===== src/rtl/seg7_scan_scheduler.sv =====
// Four-digit common-anode 7-segment scan scheduler with an internal refresh prescaler,
// anti-ghost blanking between digits and a frame-synchronous double buffer.
module seg7_scan_scheduler #(
  parameter int unsigned DIV_WIDTH    = 17,
  parameter int unsigned BLANK_CYCLES = 16
) (
  input  logic        in_clk,
  input  logic        reset_n,
  input  logic [15:0] value,
  input  logic [3:0]  dp_in,
  input  logic        load,
  input  logic        lz_blank,
  input  logic        enable,
  output logic [6:0]  seg_n,
  output logic        dp_n,
  output logic [3:0]  an_n,
  output logic        frame_done,
  output logic        pending
);

  localparam int unsigned BW        = 8;
  localparam int unsigned NIB_W     = 4;
  localparam int unsigned SEG_W     = 7;
  localparam int unsigned IDX_W     = 2;
  localparam logic [SEG_W-1:0] SEG_DARK = 7'h7F;
  localparam logic [3:0]       AN_DARK  = 4'b1111;
  localparam logic [BW-1:0]    BLANK_LAST = BW'(BLANK_CYCLES - 1);

  typedef enum logic {
    ST_BLANK = 1'b0,
    ST_DRIVE = 1'b1
  } state_t;

  state_t                 state;
  logic [IDX_W-1:0]       idx;
  logic [BW-1:0]          blank_cnt;
  logic [DIV_WIDTH-1:0]   presc;
  logic [15:0]            active_val;
  logic [3:0]             active_dp;
  logic [15:0]            pend_val;
  logic [3:0]             pend_dp;

  logic [NIB_W-1:0]       cur_nib_c;
  logic [3:0]             sup_c;
  logic [SEG_W-1:0]       drive_seg_c;
  logic [3:0]             drive_an_c;
  logic                   drive_dp_c;
  logic                   last_digit_c;

  // Active-low hex decode, bit order g..a.
  function automatic logic [SEG_W-1:0] hex_decode(input logic [NIB_W-1:0] nib);
    logic [SEG_W-1:0] s;
    case (nib)
      4'h0:    s = 7'h40;
      4'h1:    s = 7'h79;
      4'h2:    s = 7'h24;
      4'h3:    s = 7'h30;
      4'h4:    s = 7'h19;
      4'h5:    s = 7'h12;
      4'h6:    s = 7'h02;
      4'h7:    s = 7'h78;
      4'h8:    s = 7'h00;
      4'h9:    s = 7'h10;
      4'hA:    s = 7'h08;
      4'hB:    s = 7'h03;
      4'hC:    s = 7'h46;
      4'hD:    s = 7'h21;
      4'hE:    s = 7'h06;
      default: s = 7'h0E;
    endcase
    return s;
  endfunction

  // Drive pattern for the current digit; the active buffer is stable for the whole frame.
  always_comb begin
    cur_nib_c    = '0;
    sup_c        = '0;
    drive_seg_c  = SEG_DARK;
    drive_an_c   = AN_DARK;
    drive_dp_c   = 1'b1;
    last_digit_c = 1'b0;

    case (idx)
      2'd0:    cur_nib_c = active_val[3:0];
      2'd1:    cur_nib_c = active_val[7:4];
      2'd2:    cur_nib_c = active_val[11:8];
      default: cur_nib_c = active_val[15:12];
    endcase

    // A digit is suppressed only if it and every digit to its left are zero.
    sup_c[3] = lz_blank && (active_val[15:12] == 4'h0);
    sup_c[2] = sup_c[3] && (active_val[11:8] == 4'h0);
    sup_c[1] = sup_c[2] && (active_val[7:4] == 4'h0);
    sup_c[0] = 1'b0;

    drive_seg_c  = sup_c[idx] ? SEG_DARK : hex_decode(cur_nib_c);
    drive_an_c   = ~(4'b0001 << idx);
    drive_dp_c   = ~active_dp[idx];
    last_digit_c = (idx == 2'd3);
  end

  // Scan FSM with registered outputs and double-buffered display value.
  always_ff @(posedge in_clk or negedge reset_n) begin
    if (!reset_n) begin
      state      <= ST_BLANK;
      idx        <= '0;
      blank_cnt  <= '0;
      presc      <= '0;
      active_val <= '0;
      active_dp  <= '0;
      pend_val   <= '0;
      pend_dp    <= '0;
      pending    <= 1'b0;
      seg_n      <= SEG_DARK;
      dp_n       <= 1'b1;
      an_n       <= AN_DARK;
      frame_done <= 1'b0;
    end else begin
      frame_done <= 1'b0;
      seg_n      <= SEG_DARK;
      dp_n       <= 1'b1;
      an_n       <= AN_DARK;

      if (!enable) begin
        state     <= ST_BLANK;
        blank_cnt <= '0;
        presc     <= '0;
      end else begin
        case (state)
          ST_BLANK: begin
            if (blank_cnt == BLANK_LAST) begin
              state <= ST_DRIVE;
              presc <= '0;
              seg_n <= drive_seg_c;
              dp_n  <= drive_dp_c;
              an_n  <= drive_an_c;
            end else begin
              blank_cnt <= blank_cnt + BW'(1);
            end
          end
          ST_DRIVE: begin
            if (&presc) begin
              state     <= ST_BLANK;
              idx       <= idx + IDX_W'(1);
              blank_cnt <= '0;
              // Frame wrap: the only point where the active buffer may change.
              if (last_digit_c) begin
                frame_done <= 1'b1;
                if (pending) begin
                  active_val <= pend_val;
                  active_dp  <= pend_dp;
                  pending    <= 1'b0;
                end
              end
            end else begin
              presc <= presc + DIV_WIDTH'(1);
              seg_n <= drive_seg_c;
              dp_n  <= drive_dp_c;
              an_n  <= drive_an_c;
            end
          end
          default: begin
            state     <= ST_BLANK;
            blank_cnt <= '0;
            presc     <= '0;
          end
        endcase
      end

      // A load on the commit edge lands after the commit and keeps pending set.
      if (load) begin
        pend_val <= value;
        pend_dp  <= dp_in;
        pending  <= 1'b1;
      end
    end
  end

endmodule


===== config.mk =====
export PLATFORM = sky130hd
export DESIGN_NAME = seg7_scan_scheduler
export DESIGN_NICKNAME = d
export VERILOG_FILES = /design/src/rtl/seg7_scan_scheduler.sv
export SDC_FILE = /design/constraint.sdc
export NUM_CORES = 1
export LEC_CHECK = 0
export ABC_AREA = 1
export CORE_AREA = 4 4 79 111
export DETAILED_ROUTE_END_ITERATION = 7
export DIE_AREA = 0 0 83 115
export GPL_ROUTABILITY_DRIVEN = 1
export PLACE_DENSITY = 0.86
export RECOVER_POWER = 50
export SETUP_SLACK_MARGIN = 0.15
export SYNTH_ARGS = -nofsm -noshare
export SYNTH_HDL_FRONTEND = slang
export SYNTH_SLANG_ARGS = --single-unit

===== constraint.sdc =====
create_clock -name in_clk -period 2.6 [get_ports in_clk]
set_input_delay 0.26 -clock in_clk [delete_from_list [all_inputs] [get_ports in_clk]]
set_output_delay 0.26 -clock in_clk [all_outputs]
set_load 0.02 [all_outputs]

==> Word level (Yosys, flattened, before mapping) <==
Memory sizes are Yosys's and may differ from the RTL's.
Cells that the tools add are included.
{ "word_totals": {"regBits": 82, "rom_bits": 112, "inputBits": 25, "word_cells": 86, "mem_count": 1} }
{ "memory_table": {"columns": ["memory", "depth", "width", "rd", "rd_ports_with_merged_regs", "wr", "line_no", "text"], "rows": [
  ["(no name shown)", 16, 7, 1, 0, 0, "53", "case (nib)"]
]} }
{ "op_classes": {"n_addsub": 3, "n_lt_le_gt_ge": 1, "eq_ne": 8, "shift": 1, "muxes": 39, "n_bitwise": 3, "reduce_logical": 17} }
{ "ops": {"columns": ["cell", "count"], "rows": [
  ["2-to-1 mux 17 bit", 3],
  ["case mux 17 bit (2 select lines)", 1],
  ["2-to-1 mux 7 bit", 4],
  ["2-to-1 mux 8 bit", 3],
  ["AND reduction 21 bit", 1],
  ["AND reduction 19 bit", 1],
  ["adder 17 x 1 -> 17 bit (second input constant)", 1],
  ["2-to-1 mux 1 bit", 17],
  ["AND reduction 17 bit", 1],
  ["case mux 8 bit (2 select lines)", 1],
  ["case mux 7 bit (2 select lines)", 1],
  ["zero test 4 bit", 3],
  ["2-to-1 mux 4 bit", 3],
  ["case mux 4 bit (3 select lines)", 1],
  ["!= test 3 bit (second input constant)", 3],
  ["adder 8 x 1 -> 8 bit (second input constant)", 1],
  ["equality test 8 x 4 -> 1 bit (second input constant)", 1],
  ["case mux 4 bit (2 select lines)", 1],
  ["nonzero test 2 bit", 4],
  ["binary-select mux 1 bit (select 2 bit)", 2],
  ["equality test 2 bit (second input constant)", 2],
  ["NOT 4 bit", 1],
  ["case mux 1 bit (2 select lines)", 2],
  ["AND reduction 2 bit", 2],
  ["other kinds (9)", 12]
]} }

==> Logic depth before layout (Yosys ltp) <==
Gate-level depths: netlist of run 1.
{ "logic_depth": {"ltp_word": 10, "depth_mapped": 13, "ltp_nobuf": 13} }

==> Least setup slack after synthesis of run 1 <==
No wires, ideal clock.
{ "synth_timing": {"kind": "register to register", "from": "register presc[0]", "to": "register presc[10]", "setup_ns": 0.083, "t_arrival_ns": 1.921, "required_ns": 2.517, "setup_slack_ns": 0.596, "path_stages_with_launch": 12, "cell_sequence": "dfrtp_1 ha_1 nand2_1 inv_1 nand3_1 nor4_1 ha_1 nand3_1 nand2_2 buf_2 nand2_1 o21ai_0"} }
{ "synth_via": {"elab_chain_cells": 4, "elab_cells_between_ends": 7, "cone_classes": "add/sub: 1; eq/ne: 1; mux: 3; reduce/logical: 2"} }
{ "synth_rtl": {"columns": ["element", "line_no", "text"], "rows": [
  ["start: declaration", "37", "logic [DIV_WIDTH-1:0] presc;"],
  ["start signal: assignment", "156", "presc <= presc + DIV_WIDTH'(1);"],
  ["adder 17 x 1 -> 17 bit", "156", null],
  ["2-to-1 mux 17 bit", "142", "if (&presc) begin"],
  ["case mux 17 bit (2 select lines)", "129", "case (state)"],
  ["2-to-1 mux 17 bit", "124", "if (!enable) begin"]
]} }
Parallel ways exist; a longest one is shown, timed or not. The select of a mux whose other input is x is not followed.
A chain may end at the register's enable or synchronous reset.

==> Worst setup path in the final report of run 1 <==
{ "layout_timing": {"from": "register presc[0]", "to": "register presc[9]"} }
The elaborated chain is that of the path after synthesis.

==> flow_summary.ini, run 1 <==
[global_route]
grt_usage = 0.192
overflow = 0
grt_antenna_before_repair = 0
grt_pass1_wl_um = 14900
grt_pass1_vias = 3315
grt_start_max_net_pins = 52

[setup_path]
path_cells = ha_1 > nand2_1 > inv_1 > nand3_1 > nor4_2 > ha_2 > nand2_1 > nand2_1 > nand2_2 > nand2_1 > inv_1 > nor2_1
r2r_slack_ns = 0.34
r2r_cells = 12
cp.depth = 12
max_stage_delay_ns = 0.41
r2r_start = presc[0]
required_ns = 2.89
critPathMaxFanout = 10
cp_top_family = simple AND/OR/NAND/NOR gates
arrival_ns = 2.55
critical_path_class = reg2reg
cp-start-kind = flop
crit_path_top_delay_cell = dfrtp_1
critPathBufInv = 2
crit_top_cell = nand2_1
r2r_end = presc[9]
end_kind = flop

[logic_synthesis]
netlist_area_mm2 = 0.00421
synth_top_cell_by_area = dfrtp_1
ys_warn_count = 0
ys_types = 37
synthTopCellsByArea = dfrtp_1 42%, nand2_1 12%, dfstp_2 7.5%
postSynthAreaPerCell_um2 = 8.34
ys_seq_area_frac = 0.490
syn-num-nets = 543
synth_top_cell_area_share = 0.416
netlist_instances = 505
ys_ff_latch = 82

[sta]
slew_headroom = -0.154
post-route-min-period_ns = 2.26
tns_ns = 0
maxSlewViolCount = 32
fin_skew_ns = 0.0105
hold_viol_final = 0
max_slew.worst_pin.slew_ns = 1.73
timing.final.crit_share = 0.869
rsz0062_at_grt = yes
timing.fmax_ghz = 0.443
timing.final.setup_violations = 0

[layout]
final_util = 0.640
antenna_cells = 0
mostFrequentLayoutCell = nand2_1
final_nets = 587
drive_gt1_frac = 0.143
layout_common_cells = 138 x nand2_1, 70 x dfrtp_1, 59 x inv_1, 43 x nand3_1
areaGrowthSynthToFinish_pct = 17.0

[hold_path]
min_from = value[2]
hold_path_end = pend_val[2]
holdPathStages = 3
holdCritPathClass = in2reg

[place]
io_buffers = 38
hpwl_um = 6420
gp_congestion = 0.952

[die]
initial_utilization = 0.547
die_h_um = 115
ios = 39
dieArea_mm2 = 0.00955
die_x_um = 83
core_area_mm2 = 0.00770
placementRows = 38

[clock_network]
clk_path_buf_depth = 2
path_clk_slew_ns = 0.08
cts_inserted_buffers = 9
cts_root_buf = clkbuf_8
insertion_delay_ns = 0.36
cts_sinks = 82
htree_levels = 3
cts_tree = done

[power_and_ir_drop]
power_density_mw_per_mm2 = 505
max-vdd-ir-drop_mv = 0.485
power_w = 0.00249
power_leakage_nw = 2.27

[outcome]
status = finished, violations left
violations = max-capacitance violations, max-slew violations

[route]
dr.pass1.iters = 5
vias_per_cell = 5.29
drt_drc_violations_left = 0
avgRoutedWirePerCell_um = 13.7
num_vias = 3462
drtAntennaViolNets = 0
drt_iter0_drc = 299
wirelength_um = 8940

[run]
drv_cap = 1
-- state kept, by name, summed over array words and instances (netlist names) --
| name | count |
|---|---|
| state | 1 |
| pend_dp | 4 |
| blank_cnt | 8 |
| active_dp | 4 |
| dp_n | 1 |
| presc | 17 |
| pending | 1 |
| frame_done | 1 |
| seg_n | 7 |
| idx | 2 |
| an_n | 4 |
| active_val | 16 |
| pend_val | 16 |
-- how the worst max path moves through the flow --
stage	startpoint	to	slack (ns)
2_1_floorplan	presc[0]	presc[10]	0.60
3_3_place_gp	idx[0]	seg_n[5]	0.38
3_5_place_dp	presc[0]	presc[9]	0.34
4_1_cts	presc[0]	presc[9]	0.26
5_1_grt	presc[0]	seg_n[5]	0.14
6_report	presc[0]	presc[9]	0.34
-- kinds of logic (layout without fill, tap and decap cells) --
logic type / Yosys count / in the layout / share of synthesized area
xor gates and xnor gates: 2 / 2 / 0.00416
AOI/OAI and AO/OA: 80 / 80 / 0.124
and+or+nand+nor: 252 / 252 / 0.267
DFF: 82 / 82 / 0.490
adders and majority gates: 13 / 13 / 0.0386
buffers and inverters: 76 / 125 / 0.0763
-- cells in the mapped netlist (all sizes together) --
library cell and count:
nand2 145, dfrtp 70, o21ai 64, inv 63, nand3 45, nor2 42, nand4 14, ha 13
dfstp 12, buf 7, a21oi 6, clkbuf 5, o21bai 5, nor3 4, xor2 2, a21o 1
a22o 1, a22oi 1, a31oi 1, clkinv 1, nor4 1, o22ai 1, or2 1
-- worst min-delay path, cell delays in order --
cell	delay, ns
clkdlybuf4s50_1	0.39
nand2_1	0.06
o21ai_0	0.06
-- metrics by stage --
step / hold slack, ns / cell area (um2) / setup slack (ns) / std cells
after CTS: 0.367 / 4930 / 0.255 / 654
final: 0.454 / 4930 / 0.340 / 654
after global placement: 0.217 / 4690 / 0.378 / 637
after global routing: 0.455 / 4930 / 0.136 / 654
after floorplan: -0.0356 / 4210 / 0.596 / 505
after detailed placement: 0.220 / 4690 / 0.343 / 637
-- layer usage --
layer | wire length (um) | track usage | vias to the layer above | share of wire
met5 | 0 | 0 | - | 0
met4 | 294 | 0.126 | 0 | 0.033
met3 | 426 | 0.0315 | 26 | 0.048
met2 | 4670 | 0.337 | 110 | 0.52
met1 | 3550 | 0.217 | 1615 | 0.40
li1 | - | - | 1711 | -
-- repair_timing --
item                                    CTS  global route
gates resized for setup                   0             4
buffers inserted                          0             0
hold endpoints to repair                 21             0
endpoints found under the setup margin    0            27
hold buffers                              1             0
-- report_power, final --
part | internal [W] | switching (W)
sequential | 0.00131 | 0.0000104
clock | 0.000595 | 0.000436
combinational | 0.0000571 | 0.0000869
total | 0.00196 | 0.000533
-- layout make-up --
type / count / area, um2
flip-flops and latches: 82 / 2070
clock buffers: 14 / 163
clock inverters: 2 / 60.1
well taps: 100 / 125
inverters: 64 / 240
fillers: 627 / 2770
repair buffers: 45 / 438
multi-input cells: 347 / 1840
(Power assumes the default switching activity.)
==> run 2, diff against run 1 <==
--- a/config.mk
+++ b/config.mk
@@ -6,9 +6,9 @@
 export NUM_CORES = 1
 export LEC_CHECK = 0
 export ABC_AREA = 1
-export CORE_AREA = 4 4 79 111
+export CORE_AREA = 3 3 78 110
 export DETAILED_ROUTE_END_ITERATION = 7
-export DIE_AREA = 0 0 83 115
+export DIE_AREA = 0 0 81 113
 export GPL_ROUTABILITY_DRIVEN = 1
 export PLACE_DENSITY = 0.86
 export RECOVER_POWER = 50
==> run 2 against run 1 <==
The run still ends with max-capacitance violations, max-slew violations left. Clock-buffer cell count is 3 lower. Fmax is 1.5% higher. Flip-flop and latch count stayed put. Non-clock buffer count down 3. Clock skew fell by 0.0040 ns. Die area down 4.1%. Combinational power fell by 6%. Setup slack gained 0.033 ns. Critical path type unchanged. Critical endpoint is now seg_n[4]. Largest cell class unchanged.
==> flow_summary.ini, run 2 (same netlist as run 1, synthesis figures left out) <==
[outcome]
status = finished, violations left
violations = max-capacitance violations, max-slew violations

[layout]
drive_gt1_frac = 0.143
largestRegisters = presc x17, active_val x16, pend_val x16
layout_common_cells = 138 x nand2_1, 70 x dfrtp_1, 59 x inv_1, 43 x nand3_1
areaGrowthSynthToFinish_pct = 16.0
mostFrequentLayoutCell = nand2_1
top_register = presc
final_nets = 584
antenna_cells = 0
largest_reg_flops = 17

[global_route]
grt_pass1_vias = 3231
grt_start_max_net_pins = 83
grt_usage = 0.193
overflow = 0
grt_pass1_wl_um = 14000
grt_antenna_before_repair = 0

[setup_path]
arrival_ns = 2.48
required_ns = 2.86
path_cells = ha_1 > nand2_1 > inv_1 > nand3_1 > nor4_2 > ha_2 > a21oi_2 > nand2_2 > nor2_2 > nand3_1
max_stage_delay_ns = 0.41
critical_path_class = reg2reg
crit_top_cell = nand3_1
r2r_slack_ns = 0.37
crit_path_top_delay_cell = dfrtp_1
critPathMaxFanout = 9
end_kind = flop
cp_top_family = simple AND/OR/NAND/NOR gates
cp-start-kind = flop
critPathBufInv = 1

[clock_network]
cts_sinks = 82
cts_inserted_buffers = 9
cts_tree = done
clk_path_buf_depth = 2
cts_root_buf = clkbuf_8
hold_buffers = 0
insertion_delay_ns = 0.35
htree_levels = 3
cts_resized = 0
postCtsSetupBuffers = 0
path_clk_slew_ns = 0.08

[die]
core_area_mm2 = 0.00770
dieArea_mm2 = 0.00915
initial_utilization = 0.547
die_x_um = 81
die_h_um = 113
placementRows = 38
ios = 39

[hold_path]
holdCritPathClass = in2async

[place]
place_ws_ns = 0.347
gp_congestion = 0.934
io_buffers = 38
hpwl_um = 5890

[power_and_ir_drop]
power_density_mw_per_mm2 = 501
power_leakage_nw = 2.25
power_w = 0.00245
max-vdd-ir-drop_mv = 0.445

[sta]
timing.final.crit_share = 0.856
maxSlewViolCount = 83
slew_headroom = -0.296
fin_skew_ns = 0.00646
whs_ns = 0.433
timing.fmax_ghz = 0.449
tns_ns = 0
max_slew.worst_pin.slew_ns = 1.94
timing.final.setup_violations = 0
post-route-min-period_ns = 2.23
layout_setup_ws_ns = 0.373
rsz0062_at_grt = no
hold_viol_final = 0

[route]
num_vias = 3349
avgRoutedWirePerCell_um = 12.5
dr.pass1.iters = 7
wirelength_um = 8150
drtAntennaViolNets = 0
drt_drc_violations_left = 0
vias_per_cell = 5.14
drt_iter0_drc = 170

[run]
drv_cap = 1
run 2: cell count changes in the layout (fill, tap and decap cells not counted):
cell,before,now
clkinvlp_4,0,1
buf_4,4,3
dlygate4sd3_1,2,1
clkbuf_8,11,10
clkbuf_1,5,2
buf_12,1,0
clkinv_2,0,2
o21bai_1,3,4
clkbuf_2,0,1
o21bai_2,2,1
run 2: per-layer routing:
layer / wire length [um] / GRT usage / vias up
met5: 0 / 0 / -
met3: 305 / 0.0430 / 13
met2: 4270 / 0.330 / 87
li1: - / - / 1707
met1: 3440 / 0.229 / 1542
met4: 132 / 0.0846 / 0
run 2: path summary, 6_finish.rpt:
check / from / end / cells past startpoint
worst max register to register: presc[0] / seg_n[4] / 10
worst max-delay path: presc[0] / seg_n[4] / 10
min in group in_clk: value[2] / pend_val[2] / 3
worst min-delay path: reset_n / presc[3] / 1
worst min register to register: active_val[9] / active_val[9] / 2
max in group asynchronous: reset_n / blank_cnt[5] / 1
run 2: layout make-up:
type,instances,area (um2)
Fill cell,671,2820
Sequential cell,82,2070
Multi-Input combinational cell,347,1830
Timing Repair Buffer,42,402
Inverter,64,240
Clock buffer,11,141
Tap cell,100,125
Clock inverter,5,77.6
run 2: stage by stage:
step | cell area, um2 | utilization | instances
finish | 4890 | 0.635 | 651
detailed placement | 4670 | 0.606 | 635
global route | 4890 | 0.635 | 651
global placement | 4670 | 0.606 | 635
floorplan | 4210 | - | 505
CTS | 4880 | 0.634 | 651
run 2: report_power, final:
part           leakage, nW  switching (W)  internal [W]  total [W]
Sequential            1.05      0.0000103       0.00131    0.00132
Clock                0.109       0.000432      0.000564   0.000996
Combinational         1.09      0.0000839     0.0000519   0.000136
run 2: worst register-to-register path, stage by stage (launching register included):
cell,delay [ns]
dfrtp_1,0.41
ha_1,0.22
nand2_1,0.10
inv_1,0.10
nand3_1,0.19
nor4_2,0.07
ha_2,0.20
a21oi_2,0.25
nand2_2,0.18
nor2_2,0.28
nand3_1,0.13
